===== config.mk =====
export PLATFORM = sky130hd
export DESIGN_NAME = wb_spi_master_flat
export DESIGN_NICKNAME = d
export VERILOG_FILES = /design/src/rtl/wb_spi_master_if.sv /design/src/rtl/wb_spi_master.sv /design/src/flat_wrapper.sv
export SDC_FILE = /design/constraint.sdc
export NUM_CORES = 1
export LEC_CHECK = 0
export BUFFER_PORTS_ARGS = -buffer_cell sky130_fd_sc_hd__buf_2
export CORE_MARGIN = 2
export CORE_UTILIZATION = 43
export DETAILED_ROUTE_END_ITERATION = 8
export PLACE_DENSITY = 0.76
export SYNTH_ARGS = -nofsm -noshare
export SYNTH_HDL_FRONTEND = slang
export SYNTH_SLANG_ARGS = --single-unit

===== constraint.sdc =====
create_clock -name clk -period 1.6 [get_ports clk]
set_input_delay 0.24 -clock clk [delete_from_list [all_inputs] [get_ports clk]]
set_output_delay 0.24 -clock clk [all_outputs]
set_load 0.05 [all_outputs]

===== src/rtl/wb_spi_master_if.sv =====
// Wishbone slave bus and SPI pins of wb_spi_master.
// The master modport belongs to the CPU side together with the SPI peripheral that drives miso.
`timescale 1ns/1ps
interface wb_spi_master_if #(
    parameter int ADDR_WIDTH = 32,
    parameter int DATA_WIDTH = 32
);
    logic [ADDR_WIDTH-1:0] wbs_address;
    logic [DATA_WIDTH-1:0] wbs_writedata;
    logic [DATA_WIDTH-1:0] wbs_readdata;
    logic                  wbs_strobe;
    logic                  wbs_cycle;
    logic                  wbs_write;
    logic                  wbs_ack;
    logic                  sclk;
    logic                  ss;
    logic                  mosi;
    logic                  miso;
    logic                  spi_done;

    modport master (
        output wbs_address, wbs_writedata, wbs_strobe, wbs_cycle, wbs_write, miso,
        input  wbs_readdata, wbs_ack, sclk, ss, mosi, spi_done
    );

    modport slave (
        input  wbs_address, wbs_writedata, wbs_strobe, wbs_cycle, wbs_write, miso,
        output wbs_readdata, wbs_ack, sclk, ss, mosi, spi_done
    );
endinterface


===== src/rtl/wb_spi_master.sv =====
// Mode-0 SPI byte master behind a Wishbone slave; ack on the 2nd strobe cycle, transfer busy 18*CLK_DIV clks.
// No backpressure: a TXDATA write while busy is dropped and flagged as overrun.
`timescale 1ns/1ps
module wb_spi_master #(
    parameter int ADDR_WIDTH = 32,
    parameter int DATA_WIDTH = 32,
    parameter int CLK_DIV    = 4
) (
    input  logic           clk,
    input  logic           reset,
    wb_spi_master_if.slave bus
);
    localparam int DIV_W = (CLK_DIV > 1) ? $clog2(CLK_DIV) : 1;

    typedef enum logic [1:0] {S_IDLE, S_SETUP, S_SHIFT, S_HOLD} state_t;
    state_t r_state, w_state_nxt;

    logic                  r_stb_d;
    logic [DATA_WIDTH-1:0] r_readdata;
    logic [DATA_WIDTH-1:0] w_rd_mux;
    logic [7:0]            r_tx, r_rx, r_rx_data;
    logic [1:0]            r_ctrl;
    logic                  r_done, r_ovr, r_hold_act;
    logic                  r_sclk, r_mosi, r_spi_done;
    logic [DIV_W-1:0]      r_div;
    logic [2:0]            r_bit;
    logic [2:0]            w_nxt_idx;
    logic [1:0]            w_reg;
    logic                  w_ack, w_acc, w_tick, w_busy, w_ss;
    logic                  w_tx_wr, w_ctrl_wr, w_stat_rd;
    logic                  w_unused;

    assign w_reg     = bus.wbs_address[3:2];
    assign w_ack     = bus.wbs_strobe & r_stb_d;
    assign w_acc     = w_ack & bus.wbs_cycle;
    assign w_tx_wr   = w_acc & bus.wbs_write & (w_reg == 2'd0);
    assign w_ctrl_wr = w_acc & bus.wbs_write & (w_reg == 2'd3);
    assign w_stat_rd = w_acc & ~bus.wbs_write & (w_reg == 2'd2);
    assign w_busy    = (r_state != S_IDLE);
    assign w_tick    = (r_div == DIV_W'(CLK_DIV - 1));
    assign w_nxt_idx = r_ctrl[0] ? (3'd6 - r_bit) : (r_bit + 3'd1);
    assign w_unused  = &{1'b0, bus.wbs_address, bus.wbs_writedata};

    always_ff @(posedge clk or posedge reset) begin
        if (reset) r_state <= S_IDLE;
        else       r_state <= w_state_nxt;
    end

    always_comb begin
        w_state_nxt = r_state;
        w_ss        = 1'b0;
        case (r_state)
            S_IDLE: begin
                w_ss = ~r_hold_act;
                if (w_tx_wr) w_state_nxt = S_SETUP;
            end
            S_SETUP: if (w_tick) w_state_nxt = S_SHIFT;
            // the 8th falling edge is a tick while sclk is high on the last bit
            S_SHIFT: if (w_tick && r_sclk && (r_bit == 3'd7)) w_state_nxt = S_HOLD;
            S_HOLD:  if (w_tick) w_state_nxt = S_IDLE;
            default: w_state_nxt = S_IDLE;
        endcase
    end

    always_comb begin
        w_rd_mux = '0;
        case (w_reg)
            2'd0:    w_rd_mux[7:0] = r_tx;
            2'd1:    w_rd_mux[7:0] = r_rx_data;
            2'd2:    w_rd_mux[2:0] = {r_ovr, r_done, w_busy};
            default: w_rd_mux[1:0] = r_ctrl;
        endcase
    end

    always_ff @(posedge clk or posedge reset) begin
        if (reset) begin
            r_stb_d    <= 1'b0;
            r_readdata <= '0;
            r_tx       <= 8'h00;
            r_rx       <= 8'h00;
            r_rx_data  <= 8'h00;
            r_ctrl     <= 2'b01;
            r_done     <= 1'b0;
            r_ovr      <= 1'b0;
            r_hold_act <= 1'b0;
            r_sclk     <= 1'b0;
            r_mosi     <= 1'b0;
            r_spi_done <= 1'b0;
            r_div      <= '0;
            r_bit      <= 3'd0;
        end else begin
            r_stb_d    <= bus.wbs_strobe;
            r_spi_done <= 1'b0;
            if (bus.wbs_strobe && bus.wbs_cycle && !bus.wbs_write) r_readdata <= w_rd_mux;

            if (w_ctrl_wr && !w_busy) begin
                r_ctrl <= bus.wbs_writedata[1:0];
                if (!bus.wbs_writedata[1]) r_hold_act <= 1'b0;
            end

            // clears first so that a coinciding set event wins
            if (w_stat_rd) begin
                r_done <= 1'b0;
                r_ovr  <= 1'b0;
            end
            if (w_tx_wr && w_busy) r_ovr <= 1'b1;

            if (w_tx_wr && !w_busy) begin
                r_tx   <= bus.wbs_writedata[7:0];
                r_done <= 1'b0;
                r_mosi <= r_ctrl[0] ? bus.wbs_writedata[7] : bus.wbs_writedata[0];
                r_sclk <= 1'b0;
                r_bit  <= 3'd0;
                r_div  <= '0;
            end else if (w_busy) begin
                r_div <= w_tick ? '0 : r_div + DIV_W'(1);
            end

            if ((r_state == S_SHIFT) && w_tick) begin
                r_sclk <= ~r_sclk;
                if (!r_sclk) begin
                    r_rx <= r_ctrl[0] ? {r_rx[6:0], bus.miso} : {bus.miso, r_rx[7:1]};
                end else if (r_bit != 3'd7) begin
                    r_bit  <= r_bit + 3'd1;
                    r_mosi <= r_tx[w_nxt_idx];
                end
            end

            if ((r_state == S_HOLD) && w_tick) begin
                r_rx_data  <= r_rx;
                r_done     <= 1'b1;
                r_spi_done <= 1'b1;
                if (r_ctrl[1]) r_hold_act <= 1'b1;
            end
        end
    end

    assign bus.wbs_ack      = w_ack;
    assign bus.wbs_readdata = r_readdata;
    assign bus.sclk         = r_sclk;
    assign bus.ss           = w_ss;
    assign bus.mosi         = r_mosi;
    assign bus.spi_done     = r_spi_done;
endmodule

===== src/flat_wrapper.sv =====
// flat-port wrapper written by rule: the top's interface ports become plain ports
module wb_spi_master_flat 
#(
    parameter int ADDR_WIDTH = 32,
    parameter int DATA_WIDTH = 32,
    parameter int CLK_DIV    = 4
)
  (clk, reset, bus_wbs_address, bus_wbs_writedata, bus_wbs_strobe, bus_wbs_cycle, bus_wbs_write, bus_miso, bus_wbs_readdata, bus_wbs_ack, bus_sclk, bus_ss, bus_mosi, bus_spi_done);
  wb_spi_master_if #(.ADDR_WIDTH(ADDR_WIDTH), .DATA_WIDTH(DATA_WIDTH)) bus_i ();
  input  logic clk;
  input  logic reset;
  input wire logic [$bits(bus_i.wbs_address)-1:0] bus_wbs_address;
  input wire logic [$bits(bus_i.wbs_writedata)-1:0] bus_wbs_writedata;
  input wire logic [$bits(bus_i.wbs_strobe)-1:0] bus_wbs_strobe;
  input wire logic [$bits(bus_i.wbs_cycle)-1:0] bus_wbs_cycle;
  input wire logic [$bits(bus_i.wbs_write)-1:0] bus_wbs_write;
  input wire logic [$bits(bus_i.miso)-1:0] bus_miso;
  output wire logic [$bits(bus_i.wbs_readdata)-1:0] bus_wbs_readdata;
  output wire logic [$bits(bus_i.wbs_ack)-1:0] bus_wbs_ack;
  output wire logic [$bits(bus_i.sclk)-1:0] bus_sclk;
  output wire logic [$bits(bus_i.ss)-1:0] bus_ss;
  output wire logic [$bits(bus_i.mosi)-1:0] bus_mosi;
  output wire logic [$bits(bus_i.spi_done)-1:0] bus_spi_done;
  assign bus_i.wbs_address = bus_wbs_address;
  assign bus_i.wbs_writedata = bus_wbs_writedata;
  assign bus_i.wbs_strobe = bus_wbs_strobe;
  assign bus_i.wbs_cycle = bus_wbs_cycle;
  assign bus_i.wbs_write = bus_wbs_write;
  assign bus_i.miso = bus_miso;
  assign bus_wbs_readdata = bus_i.wbs_readdata;
  assign bus_wbs_ack = bus_i.wbs_ack;
  assign bus_sclk = bus_i.sclk;
  assign bus_ss = bus_i.ss;
  assign bus_mosi = bus_i.mosi;
  assign bus_spi_done = bus_i.spi_done;
  wb_spi_master #(.ADDR_WIDTH(ADDR_WIDTH), .DATA_WIDTH(DATA_WIDTH), .CLK_DIV(CLK_DIV)) u_core (.clk(clk), .reset(reset), .bus(bus_i));
endmodule

==> results.cfg <==
[critical_path]
critPathBufInv = 1
cp.required_ns = 1.77
crit_family = flip-flops
worst_path_largest_cell_delay_ns = 0.42
end_kind = flop
critPathSlowestCell = dfrtp_1
crit_top_cell = o221ai_1
critPathLaunchType = flop
critPathMaxFanout = 8
cp.arrival_ns = 1.75
path_class = reg -> reg
crit_chain = ha_4, buf_8, nor3b_4, nor4_4, o221ai_1, o221ai_1

[yosys]
syn_area_um2 = 2564
synthFlopType = dfrtp_1
synth_top_family_by_area = multiplexers
synth_cell_type_count = 39
synthTopCellsByArea = dfrtp_1, mux2_2, buf_4
yosys_warnings = 0
synth_top_cell_area_share_pct = 45.88
yosys.area_share.adder_pct = 3.904
yosys_register_bits = 48
synth_compound_area_share_pct = 6.784
synth_simple_gate_area_share_pct = 13.96
syn_inst = 237
syn_avg_cell_area_um2 = 10.82
async_reset_ff_share_pct = 100.0
synth_top_area_cell = dfrtp_1
synth_edf_count = 0
synth_seq_area_share_pct = 46.90
synthXorXnorAreaFrac_pct = 0
synth.area.mux_share_pct = 18.06

[die]
die-width_um = 81.22
die_y_um = 81.22
start_util_pct = 43.82
dieArea_um2 = 6596
ios = 107
num_rows = 28
core-area_um2 = 5851

[drt]
first_pass_iters = 5
drc = 0
drt_first_iter_violations = 112
wl_um = 4978
ant_nets = 0
num_vias = 1780
drt-vias-per-instance = 5.071
post_drt_wl_per_cell_um = 14.18

[run_status]
status = complete, no violations

[finish]
nets = 354
final_layout_size_suffix_gt1_share_pct = 32.97
final_common_cell = dfrtp_1
area_growth_pct = 16.98
antenna_cells = 0
final_cell_count_no_fill = 351
layout_common_cells = dfrtp_1, nand2_1, buf_2, conb_1, mux2_2

[power]
ir_drop_v = 0.0007096
powerDensity_nw_per_um2 = 1709
p_leak_nw = 1.446
p_total_w = 0.005124

[global_route]
grt_antenna_before_repair = 0
grt_pass1_vias = 1771
grt_usage_pct = 16.12
grt_max_degree = 32
grt_pass1_wl_um = 8211
grt_overflow_total = 0

[timing]
rsz0062_at_grt = yes
min_period_ns = 1.577
hold_viol_final = 0
hold_slack_ns = 0.07597
finClkSkew_ns = 0.006617
timing.final.crit_share_pct = 98.54
fmax_mhz = 634.3
worst_slack_ns = 0.02340
setup_violations = 0
maxSlewViolCount = 0

[run]
max_cap_violations = 0

[clocking]
cts.sinks = 48
path_clk_slew_ns = 0.08
htree_num_levels = 2
insertion_delay_ns = 0.30
clockRootBuffer = clkbuf_8
clock_path_buffers = 2
cts_tree = built
numCtsBuffers = 5

[place]
dp_slack_ns = -0.1478
place_congestion = 0.8141
placed_cells = 341
portBuffers = 28
dp_hpwl_um = 3527

[worst_hold_path]
hold_path_class = in -> reg
## cell usage after synthesis (2+ instances only)
cell	n
dfrtp_1	47
nand2_1	28
o31ai_1	5
nand3_1	8
mux4_2	2
and3b_1	3
o21ai_1	2
clkbuf_1	2
ha_1	8
buf_2	6
nand2b_1	2
nor2_1	8
nor3b_1	7
o21ai_0	15
mux2_2	22
o221ai_1	2
buf_4	25
nor3_1	2
mux2i_1	17
and4_1	2
inv_1	6
## cells by family after synthesis
group,Yosys count
compound gates,29
fa+ha+maj,8
buf+inv,41
flops,48
mux,41
other cells,1
simple gates,69
## through the flow
stage / TNS, ns / instance area [um^2] / utilization, %
after floorplan: 0 / 2655 / -
after global placement: -0.08811 / 2780 / 47.52
after detailed placement: -0.1478 / 2780 / 47.52
after CTS: 0 / 2902 / 49.59
after global routing: -0.04950 / 2999 / 51.26
final: 0 / 2999 / 51.26
## registers in the layout, summed over array words and instances (netlist names)
name                     count
u_core.r_rx                  8
u_core.bus.wbs_readdata      8
u_core.r_ovr                 1
u_core.bus.spi_done          1
u_core.r_state               2
u_core.r_div                 2
u_core.r_rx_data             8
u_core.r_tx                  8
u_core.r_done                1
u_core.r_stb_d               1
u_core.r_bit                 3
u_core.bus.sclk              1
u_core.r_hold_act            1
u_core.bus.mosi              1
u_core.r_ctrl                2
## path summary, 6_finish.rpt
check | from | to | slack [ns] | depth (start not counted)
worst max register to register | u_core.r_bit[0] | u_core.bus.mosi | 0.02 | 6
worst min-delay path | bus_wbs_strobe | u_core.r_stb_d | 0.08 | 1
worst min register to register | u_core.bus.wbs_readdata[3] | u_core.bus.wbs_readdata[3] | 0.48 | 2
min in group asynchronous | reset | u_core.bus.wbs_readdata[7] | 0.47 | 3
max in group asynchronous | reset | u_core.r_ctrl[0] | 0.55 | 4
worst max-delay path | u_core.r_bit[0] | u_core.bus.mosi | 0.02 | 6
## routing by layer
| metal | GRT usage [%] | vias to the layer above | part of all wire [%] |
|---|---|---|---|
| li1 | - | 857 | - |
| met1 | 20.51 | 869 | 46 |
| met2 | 27.69 | 49 | 48 |
| met3 | 3.111 | 5 | 4.2 |
| met4 | 5.085 | 0 | 1.0 |
| met5 | 0 | - | 0 |
## power by group
group          leakage, nW  total (W)  internal (W)  switching [W]
registers            0.611    0.00192       0.00160       0.000323
logic                0.784    0.00244       0.00109        0.00135
clock network       0.0503   0.000765      0.000385       0.000380
total                 1.45    0.00512       0.00307        0.00205
## layout make-up
| cell class | count | area (um^2) |
|---|---|---|
| inverter | 7 | 26.28 |
| clock buffer | 7 | 96.34 |
| fill | 521 | 2851 |
| tap | 75 | 93.84 |
| sequential | 48 | 1202 |
| timing repair buffer | 43 | 302.8 |
| multi-input combinational | 171 | 1277 |
## repair_timing
item	4_1_cts	5_1_grt
hold buffers	1	0
setup buffers	0	2
endpoints found under the hold margin	17	0
pin swaps	0	6
resized for setup	3	21
setup endpoints to repair	2	13
No activity file was read; power rests on OpenSTA's default activity.
